File: config.mk
export PLATFORM = sky130hd
export DESIGN_NAME = iob_cycle_engine
export DESIGN_NICKNAME = d
export VERILOG_FILES = /design/src/rtl/iob_cycle_engine.sv
export SDC_FILE = /design/constraint.sdc
export NUM_CORES = 1
export LEC_CHECK = 0
export CORE_UTILIZATION = 45
export DETAILED_ROUTE_END_ITERATION = 10
export DONT_BUFFER_PORTS = 1
export GPL_TIMING_DRIVEN = 0
export PLACE_DENSITY = 0.66
export SLEW_MARGIN = 0
export SYNTH_ARGS = -nofsm -noshare
export SYNTH_HDL_FRONTEND = slang
export SYNTH_SLANG_ARGS = --single-unit
File: constraint.sdc
create_clock -name CLK -period 2.02 [get_ports CLK]
set_input_delay 0.404 -clock CLK [delete_from_list [all_inputs] [get_ports CLK]]
set_output_delay 0.404 -clock CLK [all_outputs]
set_load 0.02 [all_outputs]
File: src/rtl/iob_cycle_engine.sv
// iob_cycle_engine
//   Runs the I/O-bus half of a CPU access once the chip-select decoder has
//   raised IOCS. It drives a 68000-style asynchronous cycle on the IOB side
//   and ends the 68030 cycle in one of two ways. A normal end uses 16-bit
//   port sizing, with nDSACK1 only. If the optional timeout is built in, a
//   cycle that gets no acknowledge ends with nBERR instead.
//
//   Optional feature macro: IOB_TIMEOUT_BERR_EN
//     defined   : a WAITACK watchdog raises nBERR after TIMEOUT_CYCLES
//     undefined : WAITACK waits forever, nBERR is tied high, no counter
//
// Ports
//   CLK, nRES            clock, asynchronous active-low reset
//   IOCS                 decoder select, only looked at in IDLE
//   nAS, RnW, SIZ, A0    CPU address strobe, direction, size, address bit 0
//   IOB_nDTACK           IOB acknowledge (asynchronous, active low)
//   IOB_nAS/nUDS/nLDS    IOB address and data strobes (active low)
//   IOB_RnW, IOB_AOE     IOB direction, address buffer output enable
//   nDSACK1, nBERR       CPU termination / bus error (active low)
//   RDLatch              one-cycle pulse that captures IOB read data
module iob_cycle_engine #(
  parameter int SETUP_CYCLES   = 1,
  parameter int RECOVER_CYCLES = 2,
  parameter int TIMEOUT_CYCLES = 255
) (
  input  logic       CLK,
  input  logic       nRES,
  input  logic       IOCS,
  input  logic       nAS,
  input  logic       RnW,
  input  logic [1:0] SIZ,
  input  logic       A0,
  input  logic       IOB_nDTACK,
  output logic       IOB_nAS,
  output logic       IOB_nUDS,
  output logic       IOB_nLDS,
  output logic       IOB_RnW,
  output logic       IOB_AOE,
  output logic       nDSACK1,
  output logic       nBERR,
  output logic       RDLatch
);

  // Out-of-range parameters stop elaboration on a missing module.
  if (SETUP_CYCLES < 1 || SETUP_CYCLES > 3 || RECOVER_CYCLES < 1 ||
      RECOVER_CYCLES > 4 || TIMEOUT_CYCLES < 1) begin : g_bad_params
    iob_cycle_engine_illegal_parameter u_bad ();
  end

  typedef enum logic [2:0] {IDLE, SETUP, STROBE, WAITACK, TERM, BERR, RECOVER} state_t;

  localparam logic [2:0] SETUP_LAST   = 3'(SETUP_CYCLES);
  localparam logic [2:0] RECOVER_LAST = 3'(RECOVER_CYCLES - 1);

  state_t     state;
  logic [2:0] cnt;          // shared by SETUP and RECOVER
  logic       rnw_lat;
  logic       uds_sel;
  logic       lds_sel;
  logic       dtack_meta;
  logic       dtack_sync;
  logic       ack;
  logic       abort;
  logic       cpu_done;

  assign ack = ~dtack_sync;

  // The CPU dropping its strobe before termination ends the cycle quietly.
  assign abort    = nAS && (state == SETUP || state == STROBE || state == WAITACK);
  // After termination, the CPU negating nAS releases the IOB side.
  assign cpu_done = nAS && (state == TERM || state == BERR);

`ifdef IOB_TIMEOUT_BERR_EN
  localparam int TW = ($clog2(TIMEOUT_CYCLES + 1) > 8) ? $clog2(TIMEOUT_CYCLES + 1) : 8;
  localparam logic [TW-1:0] TIMEOUT_LAST = TW'(TIMEOUT_CYCLES - 1);
  logic [TW-1:0] tcnt;
`else
  assign nBERR = 1'b1;
`endif

  always_ff @(posedge CLK or negedge nRES) begin
    if (!nRES) begin
      state      <= IDLE;
      cnt        <= '0;
      rnw_lat    <= 1'b1;
      uds_sel    <= 1'b0;
      lds_sel    <= 1'b0;
      dtack_meta <= 1'b1;
      dtack_sync <= 1'b1;
      IOB_nAS    <= 1'b1;
      IOB_nUDS   <= 1'b1;
      IOB_nLDS   <= 1'b1;
      IOB_RnW    <= 1'b1;
      IOB_AOE    <= 1'b0;
      nDSACK1    <= 1'b1;
      RDLatch    <= 1'b0;
`ifdef IOB_TIMEOUT_BERR_EN
      tcnt       <= '0;
      nBERR      <= 1'b1;
`endif
    end else begin
      dtack_meta <= IOB_nDTACK;
      dtack_sync <= dtack_meta;
      RDLatch    <= 1'b0;
      if (abort || cpu_done) begin
        IOB_nAS  <= 1'b1;
        IOB_nUDS <= 1'b1;
        IOB_nLDS <= 1'b1;
        IOB_AOE  <= 1'b0;
        IOB_RnW  <= 1'b1;
        nDSACK1  <= 1'b1;
`ifdef IOB_TIMEOUT_BERR_EN
        nBERR    <= 1'b1;
`endif
        cnt      <= '0;
        state    <= RECOVER;
      end else begin
        case (state)
          IDLE: begin
            if (IOCS && !nAS) begin
              rnw_lat <= RnW;
              // A0=1 is always the odd (low) lane. Only a byte at A0=0 stays on the upper lane.
              uds_sel <= ~A0;
              lds_sel <= A0 | (SIZ != 2'b01);
              IOB_AOE <= 1'b1;
              IOB_RnW <= RnW;
              cnt     <= '0;
              state   <= SETUP;
            end
          end
          SETUP: begin
            if (cnt == SETUP_LAST) begin
              IOB_nAS <= 1'b0;
              // Read strobes go out together with the address strobe.
              if (rnw_lat) begin
                IOB_nUDS <= ~uds_sel;
                IOB_nLDS <= ~lds_sel;
              end
              state <= STROBE;
            end else begin
              cnt <= cnt + 3'd1;
            end
          end
          STROBE: begin
            // Write strobes trail the address strobe by one cycle.
            if (!rnw_lat) begin
              IOB_nUDS <= ~uds_sel;
              IOB_nLDS <= ~lds_sel;
            end
`ifdef IOB_TIMEOUT_BERR_EN
            tcnt <= '0;
`endif
            state <= WAITACK;
          end
          WAITACK: begin
            // Ack takes priority over the timeout on the same edge.
            if (ack) begin
              nDSACK1 <= 1'b0;
              RDLatch <= rnw_lat;
              state   <= TERM;
            end
`ifdef IOB_TIMEOUT_BERR_EN
            else if (tcnt == TIMEOUT_LAST) begin
              nBERR    <= 1'b0;
              IOB_nAS  <= 1'b1;
              IOB_nUDS <= 1'b1;
              IOB_nLDS <= 1'b1;
              state    <= BERR;
            end else begin
              tcnt <= tcnt + TW'(1);
            end
`endif
          end
          TERM, BERR: begin
          end
          RECOVER: begin
            if (cnt == RECOVER_LAST) state <= IDLE;
            else                     cnt   <= cnt + 3'd1;
          end
          default: state <= IDLE;
        endcase
      end
    end
  end

endmodule

[After elaboration in Yosys (flattened, before gate mapping)]
Cells that the tools add are included.
Storage, ports and cells
  output and inout port bits: 8
  word-level logic and storage cells: 97
  flip-flop bits (word level): 18
  input port bits: 9
Cells by class
  reduce and logical (&&, ||, !) cells: 25
  equal/unequal tests: 17
  bitwise logic cells: 5
  mux-type cells: 35
  add/subtract/negate cells: 1
Operators by type and width (number)
  $mux W3: 8
  $mux W1: 23
  $pmux W3 S6: 1
  $reduce_bool A2 Y1: 5
  $eq A3 B3 Y1 const B: 3
  $ne A3 B2 Y1 const B: 3
  $ne A3 B3 Y1 const B: 3
  $eq A3 B1 Y1 const B: 2
  $eq A3 B2 Y1 const B: 2
  $pmux W3 S2: 1
  $reduce_and A2 Y1: 3
  $reduce_and A3 Y1: 2
  $reduce_bool A3 Y1: 2
  $reduce_and A5 Y1: 1
  $logic_or A1 B1 Y1: 4
  $ne A2 B1 Y1 const B: 2
  $not A1 Y1: 4
  $pmux W1 S2: 2
  $reduce_and A4 Y1: 1
  $reduce_or A2 Y1: 2
  $add A3 B1 Y3 const B: 1
  $logic_and A1 B1 Y1: 3
  $logic_not A3 Y1: 1
  $ne A3 B1 Y1 const B: 1
  other kinds (3): 3

[Logic depth before layout (Yosys ltp)]
  depth after elaboration: 7
  depth in mapped cells: 6

[Worst setup path before layout]
Ideal clock, no wire load.
  path type: register to register
  start point: reg state[2]
  end point: reg rnw_lat
  path buffers: 1
  cell stages (with the launch flop): 5
  arrival: 1484 ps
  slack: 454 ps
  data required time: 1938 ps
  path through: dfrtp_1 > buf_6 > or2_4 > nor4b_4 > mux2_4
On the way
  word-level cells in the longest chain between the ends: 7
  elaborated cells between the ends (all ways): 14
  those cells by class: 5 x eq/ne; 1 x bitwise; 8 x reduce/logical
RTL lines
  from (decl): line 55  | state_t state;
  from (signal assigned): line 83  | state <= IDLE;
  from (signal assigned): line 116  | state <= RECOVER;
  from (signal assigned): line 128  | state <= SETUP;
  $eq A3 B1 Y1 / $eq A3 B2 Y1 (equally long branches): line 69  | assign abort = nAS && (state == SETUP || state == STROBE || state == WAITACK);
  $logic_or A1 B1 Y1 (2 in a row): line 69
  $logic_and A1 B1 Y1: line 69
  $logic_or A1 B1 Y1: line 105  | if (abort || cpu_done) begin
  $not A1 Y1 (no line)
  $reduce_and A3 Y1 (no line) *
  to (signal assigned): line 121  | rnw_lat <= RnW;
  to (decl): line 57  | logic rnw_lat;
Mark *: on every way between the ends. The rest lies on a longest branch, timed or not.
A chain may end at the register's enable or synchronous reset.

[Final worst setup path]
  start point: reg cnt[0]
  end point: reg IOB_nLDS
On the way
  word-level cells in the longest chain between the ends: 3
RTL lines
  from (decl): line 56  | logic [2:0] cnt;
  from (signal assigned): line 141  | cnt <= cnt + 3'd1;
  from (signal assigned): line 178  | else cnt <= cnt + 3'd1;
  $eq A3 B1 Y1: line 132  | if (cnt == SETUP_LAST) begin
  $ne A3 B1 Y1 (no line)
  $reduce_and A4 Y1 (no line)
  to (signal assigned): line 137  | IOB_nLDS <= ~lds_sel;
  to (signal assigned): line 148  | IOB_nLDS <= ~lds_sel;
  to (decl): line 36  | output logic IOB_nLDS,
No other way between the ends.

==> run summary <==
==================================================================================================
Run status .......................................................................... finished, final reports clean
Vias per std cell ...................................................................         5.82
Hold Path Class .....................................................................    in -> reg
Die ar. ............................................................................. 0.00237 mm^2
Slew headroom .......................................................................        45.9%
Maximum buffer depth of the clock tree ..............................................            2
Flops & latches, synth ..............................................................           18
Area Overhead vs Synth ..............................................................        8.17%
Antenna violations before repair ....................................................            0
Setup slack, reg-to-reg .............................................................      0.27 ns
Sum of overflow across all layers after global routing ..............................            0
Peak fanout along the critical path .................................................            5
Data arrival time of the critical path ..............................................      1.98 ns
Horizontal extent of the die ........................................................      48.7 um
Via count of the first global-routing pass ..........................................          760
Main area contributors after synthesis .............................................. dfrtp_1, dfstp_2, nand2_1, a21oi_1, ha_1
Buffer type at the clock tree root ..................................................     clkbuf_4
Ratio of final minimum period to clock period .......................................        86.6%
Number of warnings issued by yosys ..................................................            0
Final hold violation count ..........................................................            0
Category of the worst setup path capture point ......................................         flop
Tot Pwr .............................................................................      1660 uW
Maximum number of pins on one net before global-route repair ........................           19
Unrepaired setup endpoints after global routing .....................................        false
FP Rows .............................................................................           16
Share of synthesized area occupied by flip-flops and latches ........................        47.0%
Clock transition time at the flip-flop clock pins of the worst setup and hold paths .      0.11 ns
Post-synthesis cell area ............................................................     980 um^2
Wire length of the first global-routing pass ........................................      3340 um
Static leakage ......................................................................  0.000470 uW
Effective utilization at floorplan ..................................................        48.9%
Number of standard cells after synthesis ............................................           99
Count of final setup violators ......................................................            0
Share of Yosys cell area claimed by the top area cell type ..........................        25.5%
Total power divided by cell area .................................................... 1560 mW/mm^2
TritonCTS clock tree ................................................................        built
Share of the core filled with cells in the final layout .............................        52.9%
Worst-margin pin slew ...............................................................     0.809 ns
Number of top-level design ports ....................................................           17
Die Y ...............................................................................      48.7 um
Clk sink count ......................................................................           18
Total of cells resized after clock tree synthesis ...................................            0
Post-layout net count ...............................................................          116
Synthesized net count ...............................................................          110
Iteration count of the initial detailed-routing pass ................................            4
Critical Path Source Type ...........................................................         flop
Via count ...........................................................................          763
Post-Route Skew .....................................................................    0.0128 ns
Final worst path period need ........................................................      1.75 ns
Worst Path Class, Setup .............................................................   reg -> reg
Max Clock Freq ......................................................................    0.572 GHz
Diodes inserted .....................................................................            0
Remaining number of nets flagged by the antenna check after routing .................            0
Final estimated routing congestion in global placement ..............................        0.823
Max-slew violation count ............................................................            0
GRT Overall Usage ...................................................................        18.4%
Routed wire per std cell ............................................................      14.9 um
Count of input and output buffers ...................................................            0
Total Neg Setup Slack ...............................................................         0 ns
Reported max-cap violation count ....................................................            0
Core ar. ............................................................................ 0.00200 mm^2
Worst-Skew Late Latency .............................................................      0.30 ns
WL final ............................................................................      1950 um
Largest vdd supply drop .............................................................     0.791 mV
Average size of a mapped cell .......................................................    9.90 um^2
Number of buffers inserted during clock tree synthesis ..............................            3
Worst-case hold slack ...............................................................    0.0999 ns
Detail Placement HPWL ...............................................................      1420 um
DRC violation count after routing ...................................................            0
Iter 0 DRT Violations ...............................................................           30
Number of synthesized flops with an enable pin ......................................            0
Netlist cell types ..................................................................           40
Top flip-flop cell by instance count after synthesis ................................      dfrtp_1
Data required time at the worst endpoint ............................................      2.25 ns
Fraction of synthesis flops using an asynchronous set or reset pin ..................         100%
Total number of H-tree levels .......................................................            1
Cell type with the largest total area after synthesis ...............................      dfrtp_1
Layout cell share with drive strength beyond 1 ......................................        24.0%
==================================================================================================
layer usage:
metal | up-vias | global-route usage, % | part of all wire, %
li1 | 363 | - | -
met4 | 0 | 5.88 | 0.67
met5 | - | 0 | 0
met2 | 27 | 30.6 | 49
met3 | 2 | 5.66 | 5.3
met1 | 371 | 22.6 | 45
critical path, cell delays in order (launching register included):
cell	delay [ns]
dfrtp_1	0.43
ha_1	0.22
nand2b_1	0.17
o22ai_1	0.13
o21ai_0	0.35
mux2_2	0.38
state kept, by name, summed over array words and instances (netlist names):
register	cells
IOB_nAS	1
uds_sel	1
IOB_nUDS	1
RDLatch	1
IOB_nLDS	1
lds_sel	1
dtack_meta	1
nDSACK1	1
dtack_sync	1
cnt	3
rnw_lat	1
IOB_AOE	1
IOB_RnW	1
state	3
kinds of logic (layout without fill, tap and decap cells):
logic type	count (synthesis)	after routing	share of synthesized area, %
AO/OA/AOI/OAI	30	30	20.4
other	1	1	0.383
buffers and inverters	11	16	5.62
multiplexers	5	5	5.87
flip-flops	18	18	47.0
adder cells (fa/ha/maj)	2	2	2.55
AND/OR/NAND/NOR	32	32	18.1
final timing paths:
| path | startpoint | end | cells past startpoint |
|---|---|---|---|
| max | cnt[0]$_DFFE_PN0P_ | IOB_nLDS$_DFFE_PN1P_ | 5 |
| min | IOB_nDTACK | dtack_meta$_DFF_PN1_ | 0 |
| max reg2reg | cnt[0]$_DFFE_PN0P_ | IOB_nLDS$_DFFE_PN1P_ | 5 |
| min reg2reg | dtack_meta$_DFF_PN1_ | dtack_sync$_DFF_PN1_ | 0 |
| max in group asynchronous | nRES | cnt[1]$_DFFE_PN0P_ | 1 |
| min in group asynchronous | nRES | RDLatch$_DFF_PN0_ | 1 |
through the flow:
| stage | area [um^2] | instances | setup WS, ns |
|---|---|---|---|
| after global routing | 1060 | 131 | 0.194 |
| after floorplan | 980 | 99 | 0.454 |
| after CTS | 1060 | 131 | 0.278 |
| after global placement | 1010 | 126 | 0.309 |
| final | 1060 | 131 | 0.270 |
| after detailed placement | 1010 | 126 | 0.300 |
cell usage after synthesis, drive strengths merged, types with 2 or more instances:
cell type	number
a21o	2
a21oi	7
a31oi	2
buf	4
dfrtp	10
dfstp	8
ha	2
inv	6
mux2	3
mux2i	2
nand2	11
nand2b	3
nand3	3
nor2	6
nor2b	2
o21ai	5
o22ai	4
power breakdown:
group	switching, uW	internal [uW]	total (uW)
clock	116	110	226
sequential	161	529	690
combinational	420	322	742
final cells by class:
type | count | area (um^2)
buffer | 5 | 32.5
clock buffer | 4 | 36.3
fill | 198 | 942
inverter | 6 | 22.5
multi-input combinational | 70 | 464
sequential | 18 | 460
tap | 27 | 33.8
timing repair buffer | 1 | 10.0
layout by cell type (no fill, tap or decap), drive strengths merged, types with 4 or more instances in the layout:
master   n
a21oi    7
buf      4
clkbuf   5
dfrtp   10
dfstp    8
inv      6
nand2   11
nor2     6
o21ai    5
o22ai    4
what timing repair did:
item	in CTS	in global routing
endpoints found under the hold margin	18	0
setup buffers	0	0
hold buffers	1	0
(Power assumes the default switching activity.)
